### config.mk
export PLATFORM = sky130hd
export DESIGN_NAME = video_timing_gen
export DESIGN_NICKNAME = d
export VERILOG_FILES = /design/src/rtl/video_timing_pkg.sv /design/src/rtl/sync_delay_line.sv /design/src/rtl/video_timing_gen.sv
export SDC_FILE = /design/constraint.sdc
export NUM_CORES = 1
export LEC_CHECK = 0
export CAP_MARGIN = 10
export CORE_MARGIN = 10
export CORE_UTILIZATION = 32
export CTS_BUF_LIST = sky130_fd_sc_hd__clkbuf_4
export DETAILED_ROUTE_END_ITERATION = 7
export GPL_TIMING_DRIVEN = 0
export PLACE_DENSITY_LB_ADDON = 0.12
export SETUP_SLACK_MARGIN = 0.05
export SLEW_MARGIN = 30
export SYNTH_ARGS = -nofsm -noshare
export SYNTH_HDL_FRONTEND = slang
export SYNTH_HIERARCHICAL = 1
export SYNTH_SLANG_ARGS = --single-unit
### constraint.sdc
create_clock -name pixel_clk_in -period 1.6 [get_ports pixel_clk_in]
set_input_delay 0.48 -clock pixel_clk_in [delete_from_list [all_inputs] [get_ports pixel_clk_in]]
set_output_delay 0.48 -clock pixel_clk_in [all_outputs]
set_load 0.005 [all_outputs]
### src/rtl/video_timing_pkg.sv
// Shared constants for the raster timing generator: 720p60 defaults, port widths
// and the sprite pipeline latency that the delayed sync qualifiers must match.
package video_timing_pkg;

  localparam int unsigned DEF_ACTIVE_H = 1280;
  localparam int unsigned DEF_H_FP     = 110;
  localparam int unsigned DEF_H_SYNC   = 40;
  localparam int unsigned DEF_H_BP     = 220;
  localparam int unsigned DEF_ACTIVE_V = 720;
  localparam int unsigned DEF_V_FP     = 5;
  localparam int unsigned DEF_V_SYNC   = 5;
  localparam int unsigned DEF_V_BP     = 20;
  localparam int unsigned DEF_FPS      = 60;

  localparam int unsigned H_TOTAL = DEF_ACTIVE_H + DEF_H_FP + DEF_H_SYNC + DEF_H_BP;
  localparam int unsigned V_TOTAL = DEF_ACTIVE_V + DEF_V_FP + DEF_V_SYNC + DEF_V_BP;

  localparam int unsigned H_CNT_W  = $clog2(H_TOTAL);
  localparam int unsigned V_CNT_W  = $clog2(V_TOTAL);
  localparam int unsigned HCOUNT_W = 11;
  localparam int unsigned VCOUNT_W = 10;
  localparam int unsigned FC_W     = 6;

  localparam int unsigned SPRITE_LATENCY = 4;

  // Half-open window test [lo, lo+len) on unsigned positions.
  function automatic logic in_window(input int unsigned pos, input int unsigned lo,
                                     input int unsigned len);
    return (pos >= lo) && (pos < lo + len);
  endfunction

endpackage

### src/rtl/sync_delay_line.sv
// Generic shift register with async active-low reset; DEPTH=0 is a pass-through.
module sync_delay_line #(
  parameter int unsigned WIDTH = 1,
  parameter int unsigned DEPTH = 1
) (
  input  logic             i_clk,
  input  logic             i_rst_n,
  input  logic [WIDTH-1:0] i_d,
  output logic [WIDTH-1:0] o_q
);

  if (DEPTH == 0) begin : g_bypass
    logic w_unused;
    assign w_unused = i_clk ^ i_rst_n;
    assign o_q      = i_d;
  end else begin : g_shift
    logic [WIDTH-1:0] r_stages [DEPTH];

    always_ff @(posedge i_clk or negedge i_rst_n) begin
      if (!i_rst_n) begin
        for (int i = 0; i < int'(DEPTH); i++) r_stages[i] <= '0;
      end else begin
        r_stages[0] <= i_d;
        for (int i = 1; i < int'(DEPTH); i++) r_stages[i] <= r_stages[i-1];
      end
    end

    assign o_q = r_stages[DEPTH-1];
  end

endmodule

### src/rtl/video_timing_gen.sv
// Raster timing generator: scan position, syncs, active-draw, frame pulse/count,
// plus sync/active copies delayed to line up with the sprite pipeline output.
module video_timing_gen
  import video_timing_pkg::*;
#(
  parameter int unsigned ACTIVE_H   = DEF_ACTIVE_H,
  parameter int unsigned H_FP       = DEF_H_FP,
  parameter int unsigned H_SYNC     = DEF_H_SYNC,
  parameter int unsigned H_BP       = DEF_H_BP,
  parameter int unsigned ACTIVE_V   = DEF_ACTIVE_V,
  parameter int unsigned V_FP       = DEF_V_FP,
  parameter int unsigned V_SYNC     = DEF_V_SYNC,
  parameter int unsigned V_BP       = DEF_V_BP,
  parameter int unsigned FPS        = DEF_FPS,
  parameter int unsigned SYNC_DELAY = SPRITE_LATENCY
) (
  input  logic                pixel_clk_in,
  input  logic                rst_n_in,
  output logic [HCOUNT_W-1:0] hcount_out,
  output logic [VCOUNT_W-1:0] vcount_out,
  output logic                hs_out,
  output logic                vs_out,
  output logic                ad_out,
  output logic                nf_out,
  output logic [FC_W-1:0]     fc_out,
  output logic                hs_d_out,
  output logic                vs_d_out,
  output logic                ad_d_out
);

  localparam int unsigned LINE_TOTAL  = ACTIVE_H + H_FP + H_SYNC + H_BP;
  localparam int unsigned FRAME_TOTAL = ACTIVE_V + V_FP + V_SYNC + V_BP;
  localparam int unsigned HW = $clog2(LINE_TOTAL);
  localparam int unsigned VW = $clog2(FRAME_TOTAL);
  localparam int unsigned FW = (FPS > 1) ? $clog2(FPS) : 1;

  if (LINE_TOTAL < 2 || FRAME_TOTAL < 2 || FPS < 1 ||
      LINE_TOTAL > (1 << HCOUNT_W) || FRAME_TOTAL > (1 << VCOUNT_W) ||
      FPS > (1 << FC_W)) begin : g_bad_params
    $error("video_timing_gen: timing parameters do not fit the port widths");
  end

  // r_h/r_v hold the position that the next edge will present on the ports.
  logic [HW-1:0] r_h;
  logic [VW-1:0] r_v;
  logic [FW-1:0] r_fc;
  logic          w_h_last;
  logic          w_v_last;
  logic          w_nf;
  logic          w_hs;
  logic          w_vs;
  logic          w_ad;
  logic [2:0]    w_dq;

  assign w_h_last = (32'(r_h) == LINE_TOTAL - 1);
  assign w_v_last = (32'(r_v) == FRAME_TOTAL - 1);
  assign w_nf     = (32'(r_h) == ACTIVE_H) && (32'(r_v) == ACTIVE_V);
  assign w_hs     = in_window(32'(r_h), ACTIVE_H + H_FP, H_SYNC);
  assign w_vs     = in_window(32'(r_v), ACTIVE_V + V_FP, V_SYNC);
  assign w_ad     = (32'(r_h) < ACTIVE_H) && (32'(r_v) < ACTIVE_V);

  always_ff @(posedge pixel_clk_in or negedge rst_n_in) begin
    if (!rst_n_in) begin
      r_h <= '0;
      r_v <= '0;
    end else begin
      r_h <= w_h_last ? '0 : r_h + HW'(1);
      if (w_h_last) r_v <= w_v_last ? '0 : r_v + VW'(1);
    end
  end

  // Frame count advances on the same edge that raises nf_out.
  always_ff @(posedge pixel_clk_in or negedge rst_n_in) begin
    if (!rst_n_in) begin
      r_fc <= '0;
    end else if (w_nf) begin
      r_fc <= (32'(r_fc) == FPS - 1) ? '0 : r_fc + FW'(1);
    end
  end

  always_ff @(posedge pixel_clk_in or negedge rst_n_in) begin
    if (!rst_n_in) begin
      hcount_out <= '0;
      vcount_out <= '0;
      hs_out     <= 1'b0;
      vs_out     <= 1'b0;
      ad_out     <= 1'b0;
      nf_out     <= 1'b0;
    end else begin
      hcount_out <= HCOUNT_W'(r_h);
      vcount_out <= VCOUNT_W'(r_v);
      hs_out     <= w_hs;
      vs_out     <= w_vs;
      ad_out     <= w_ad;
      nf_out     <= w_nf;
    end
  end

  assign fc_out = FC_W'(r_fc);

  sync_delay_line #(
    .WIDTH(3),
    .DEPTH(SYNC_DELAY)
  ) u_sync_delay (
    .i_clk  (pixel_clk_in),
    .i_rst_n(rst_n_in),
    .i_d    ({hs_out, vs_out, ad_out}),
    .o_q    (w_dq)
  );

  assign {hs_d_out, vs_d_out, ad_d_out} = w_dq;

endmodule

After elaboration in Yosys (flattened, before gate mapping). Index checks and enable logic that the tools add are counted.

$add $sub $neg: 3. Order comparisons: 6. Equal/unequal tests: 5. Muxes and demuxes: 3. Reductions and logical operators: 4.

Operators with widths (count): $eq 11x11->1 const B (2); $lt 11x11->1 const B (2); $eq 10x10->1 const B (2); $lt 10x10->1 const B (2); $add 11x1->11 const B (1); $ge 11x11->1 const B (1); $mux 11 (1); $add 10x1->10 const B (1); $ge 10x10->1 const B (1); $mux 10 (1); $add 6x1->6 const B (1); $eq 6x6->1 const B (1); $mux 6 (1); $logic_and 1x1->1 (4).

Register bits: 64. Output and inout port bits: 34. Word-level logic and storage cells: 34.

Longest topological paths before layout.
Depth in word-level cells: 2. Gate-level depth with buffers: 7. Mapped depth without buffers: 6.

Cells and area by module. Netlist, hierarchy kept.

Modules (own cells, without submodules): video_timing_gen (times used 1, cells an instance 207, area an instance 2327.2 sq um); sync_delay_line (times used 1, cells an instance 15, area an instance 322.8 sq um).

Worst setup path before layout. No wires, ideal clock.

Path type: register to register. From: register r_h[5]. To: register r_fc[1], in the netlist fc_out[1]. Data arrival time: 1544 ps. Required time: 1475 ps. Slack: -70 ps. Stages on the path, launching flop included: 7. Path through: dfrtp_1 buf_6 nor4_4 nand4b_2 or2_4 inv_2 mux2_4.

Word-level cells in the longest chain between the ends: 2.

Ends and longest elaborated chain: start: declaration (line video_timing_gen.sv:44) `logic [HW-1:0] r_h;`; start signal: assignment (line video_timing_gen.sv:67) `r_h <= w_h_last ? '0 : r_h + HW'(1);`; $eq 11x11->1 (line video_timing_gen.sv:57) `assign w_nf = (32'(r_h) == ACTIVE_H) && (32'(r_v) == ACTIVE_V);`; $logic_and 1x1->1 (line video_timing_gen.sv:57); named net w_nf (line video_timing_gen.sv:49) `logic w_nf;`; end signal: assignment (line video_timing_gen.sv:77) `r_fc <= (32'(r_fc) == FPS - 1) ? '0 : r_fc + FW'(1);`; end: declaration (line video_timing_gen.sv:46) `logic [FW-1:0] r_fc;`.

The timed path passes the listed nets, and every way through them passes these cells. A chain may end at the register's enable or synchronous reset.

Worst setup path after layout.
From: register r_v[5]. To: register r_fc[1], in the netlist fc_out[1].

Word-level cells in the longest chain between the ends: 2.

Ends and longest elaborated chain: start: declaration (line video_timing_gen.sv:45) `logic [VW-1:0] r_v;`; start signal: assignment (line video_timing_gen.sv:68) `if (w_h_last) r_v <= w_v_last ? '0 : r_v + VW'(1);`; $eq 10x10->1 (line video_timing_gen.sv:57); $logic_and 1x1->1 (line video_timing_gen.sv:57); named net w_nf (line video_timing_gen.sv:49).

The timed path passes the listed nets, and every way through them passes these cells.

==> metrics.txt <==
outcome=finished with violations; failing checks=negative setup slack; remaining global-route overflow=0; die area=0.0123 mm²; CP Data Arrival Time=2.07 ns; Mean Syn Cell Area=11.9 µm²; Setup crit start kind=flop; Area Growth Syn to Fin=42.8%; cells along the critical path=and4bb_4 > nand4b_4 > or2_4 > inv_4 > mux2_4; first-pass GRT wire length=9.89 mm; worst-skew pair later-pin latency=0.42 ns; CTS tree=yes; Reg2Reg Setup Slack=-0.15 ns; Unique masters post-synth=50; maxcap violations=0; NumNets Final=309; Ys Warns=6; Final ANT Viol Nets=0; Residual DRC=0; Starting Density=32.6%; largest net degree at the start of global routing=34; CTS Root Cell=clkbuf_4; Final WS setup=-0.152 ns; Port-buffer cells=35; total power=3.10 mW; Yosys reg bits=64; Min-Delay Path Class=flop to flop; standard-cell row count=33; CP Capture Type=flop; vias in the first global route=1913; fmax=571 MHz; crit path max-delay cell type=dfrtp_1; GP Congestion=0.758; CP max stage delay=0.51 ns; H-tree levels=3; CTS buffer count=9; CTS Buffer Depth=2; PD cells=820 mW/mm²; fillcell total=734; P_leak=1.71 nW; ANT cells=0; WHS=0.350 ns; Max-Slew Margin vs Limit=72.9%; DIE WIDTH=111 µm; per-cell routed wire length=15.2 µm; drt pass-1 iters=4; register area share after synthesis=60.4%; Final Hold Vio Count=0; Tot GR Track Use=9.84%; vias per cell=4.81; syn nets=231; maximum vdd drop=0.513 mV; Die Ht=111 µm; Max FO, Critical Path=8; CTS Sinks=64; core area=0.00813 mm²; # IOs=36; cell count after synthesis=222; Slew @ Worst Pin=0.407 ns; minimum clock period=1.75 ns; clk slew on worst S/H paths=0.12 ns; Post-Syn Area=0.00265 mm²; kind of critical path=flop to flop; period utilization=109%; HPWL after DPL=3.73 mm; RSZ-0062 raised after global routing=yes; initial antenna violation count=0; Final Max Tran Viols=0; skew final=0.0179 ns; drt total wl=6.23 mm; Worst EP required=1.92 ns; Setup-failing EPs final=8; layout cell share with drive strength beyond 1=43.0%; via count=1972; DRT iter0 DRCs=98
-- registers in the layout, indices dropped and copies added, names as in the netlist --
register	flops
ad_out	1
fc_out	6
hcount_out	11
hs_out	1
nf_out	1
r_h	11
r_v	10
u_sync_delay/g_shift.r_stages	9
u_sync_delay/o_q	3
vcount_out	10
vs_out	1
-- cells in the final DEF, fill, tap and decap left out, drive strengths merged, types with 2 or more instances in the layout --
master | synthesis | final
and2 | 3 | 3
nor4 | 2 | 2
clkdlybuf4s15 | 0 | 15
o211ai | 3 | 3
clkbuf | 3 | 23
nand3 | 13 | 13
a21oi | 6 | 6
dfrtp | 64 | 64
a31oi | 3 | 3
xor2 | 3 | 3
nor3 | 5 | 5
nor2 | 16 | 16
nand2 | 11 | 11
buf | 8 | 48
o31ai | 7 | 7
and4bb | 2 | 2
bufinv | 0 | 3
ha | 7 | 7
o21ai | 14 | 14
nand4 | 6 | 6
xnor2 | 6 | 6
or3 | 3 | 3
inv | 12 | 15
or2 | 2 | 2
mux2 | 2 | 2
and3 | 7 | 7
-- power breakdown --
| part | switching [mW] | total (mW) | internal [mW] |
|---|---|---|---|
| Combinational | 0.0304 | 0.0386 | 0.00815 |
| Sequential | 0 | 1.62 | 1.62 |
| Clock | 0.638 | 1.45 | 0.809 |
-- timing repair --
| item | in CTS | in global routing |
|---|---|---|
| pin swaps | 16 | 14 |
| hold buffers | 1 | 0 |
| endpoints found under the setup margin | 59 | 43 |
| hold endpoints to repair | 31 | 0 |
| resized for setup | 113 | 56 |
| buffers inserted | 20 | 15 |
-- stage by stage --
stage                     setup TNS (ns)  std cells  instance area, µm²  util (%)  setup WS (ns)
after detailed placement           -2.05        363                3170      39.0         -0.203
after global routing               -1.25        410                3780      46.5         -0.207
final                             -0.632        410                3780      46.5         -0.152
after global placement           -136.97        362                3150      38.8          -2.34
after floorplan                  -0.0630        222                2670         -        -0.0630
after CTS                         -0.787        398                3600      44.2         -0.193
-- synth_stat cells (all sizes together) --
cell type   n  area share, %
and4b       1           0.38
and3        7            1.7
o21ai      14            2.6
dfrtp      64             60
o31ai       7            2.0
nand4b      1           0.57
a21o        1           0.33
xor2        3           0.99
nor2       16            2.3
o211ai      3           0.85
or3         3           0.71
or2         2           0.57
o21a        1           0.28
xnor2       6            2.0
clkbuf      3           0.47
nand2      11            1.6
buf         8            2.3
a41o        1           0.38
and4        1           0.33
o2bb2ai     1           0.33
and4bb      2            1.1
and2b       1           0.33
and2        3           0.71
mux2        2           0.99
a21oi       6            1.1
nor3        5            1.6
nand2b      1           0.24
mux2i       1           0.38
nand4       6            2.0
o31a        1           0.33
nor4        2            1.0
nand3      13            2.5
a32oi       1           0.33
and3b       1           0.33
inv        12            1.7
a31oi       3           0.71
ha          7            3.3
a2111oi     1           0.33
-- final timing paths --
kind / to / startpoint / depth (start not counted)
max: fc_out[1] / r_v[5] / 5
min: u_sync_delay/g_shift.r_stages[8] / u_sync_delay/g_shift.r_stages[11] / 0
max reg2reg: fc_out[1] / r_v[5] / 5
min reg2reg: u_sync_delay/g_shift.r_stages[8] / u_sync_delay/g_shift.r_stages[11] / 0
max in group asynchronous: r_v[1] / rst_n_in / 3
min in group asynchronous: u_sync_delay/o_q[0] / rst_n_in / 2
-- cell families (layout without fill, tap and decap cells) --
| kind of cell | count (synthesis) | count (layout) | synth area share, % |
|---|---|---|---|
| adder cells (fa/ha/maj) | 7 | 7 | 3.30 |
| AND/OR/NAND/NOR | 76 | 76 | 17.8 |
| flip-flops | 64 | 64 | 60.4 |
| XOR/XNOR | 9 | 9 | 2.97 |
| multiplexers | 3 | 3 | 1.37 |
| buffers and inverters | 23 | 106 | 4.44 |
| AO/OA/AOI/OAI | 40 | 40 | 9.63 |
-- worst max-delay path: cells and delay by family (launching register included) --
family                 cells  cell delay, ns
multiplexers               1            0.28
AND/OR/NAND/NOR            3            0.80
buffers and inverters      1            0.06
flip-flops                 1            0.51
-- final cells by class --
type                            count  area [µm²]  share of cell area (%)
Buffer                              6        61.3                    1.62
Clock buffer                        9        67.6                    1.79
Timing Repair Buffer               72         617                    16.3
Tap cell                          105         131                    3.47
Sequential cell                    64        1610                    42.6
Clock inverter                      7         125                    3.31
Inverter                           12        47.5                    1.26
Multi-Input combinational cell    135        1120                    29.7
-- per-layer routing --
metal / vias to the layer above / share of wire (%) / track usage, %
li1: 943 / - / -
met1: 967 / 45 / 12.3
met2: 51 / 48 / 14.4
met3: 11 / 5.0 / 4.11
met4: 0 / 2.1 / 4.43
met5: - / 0 / 0
(Power assumes the default switching activity.)
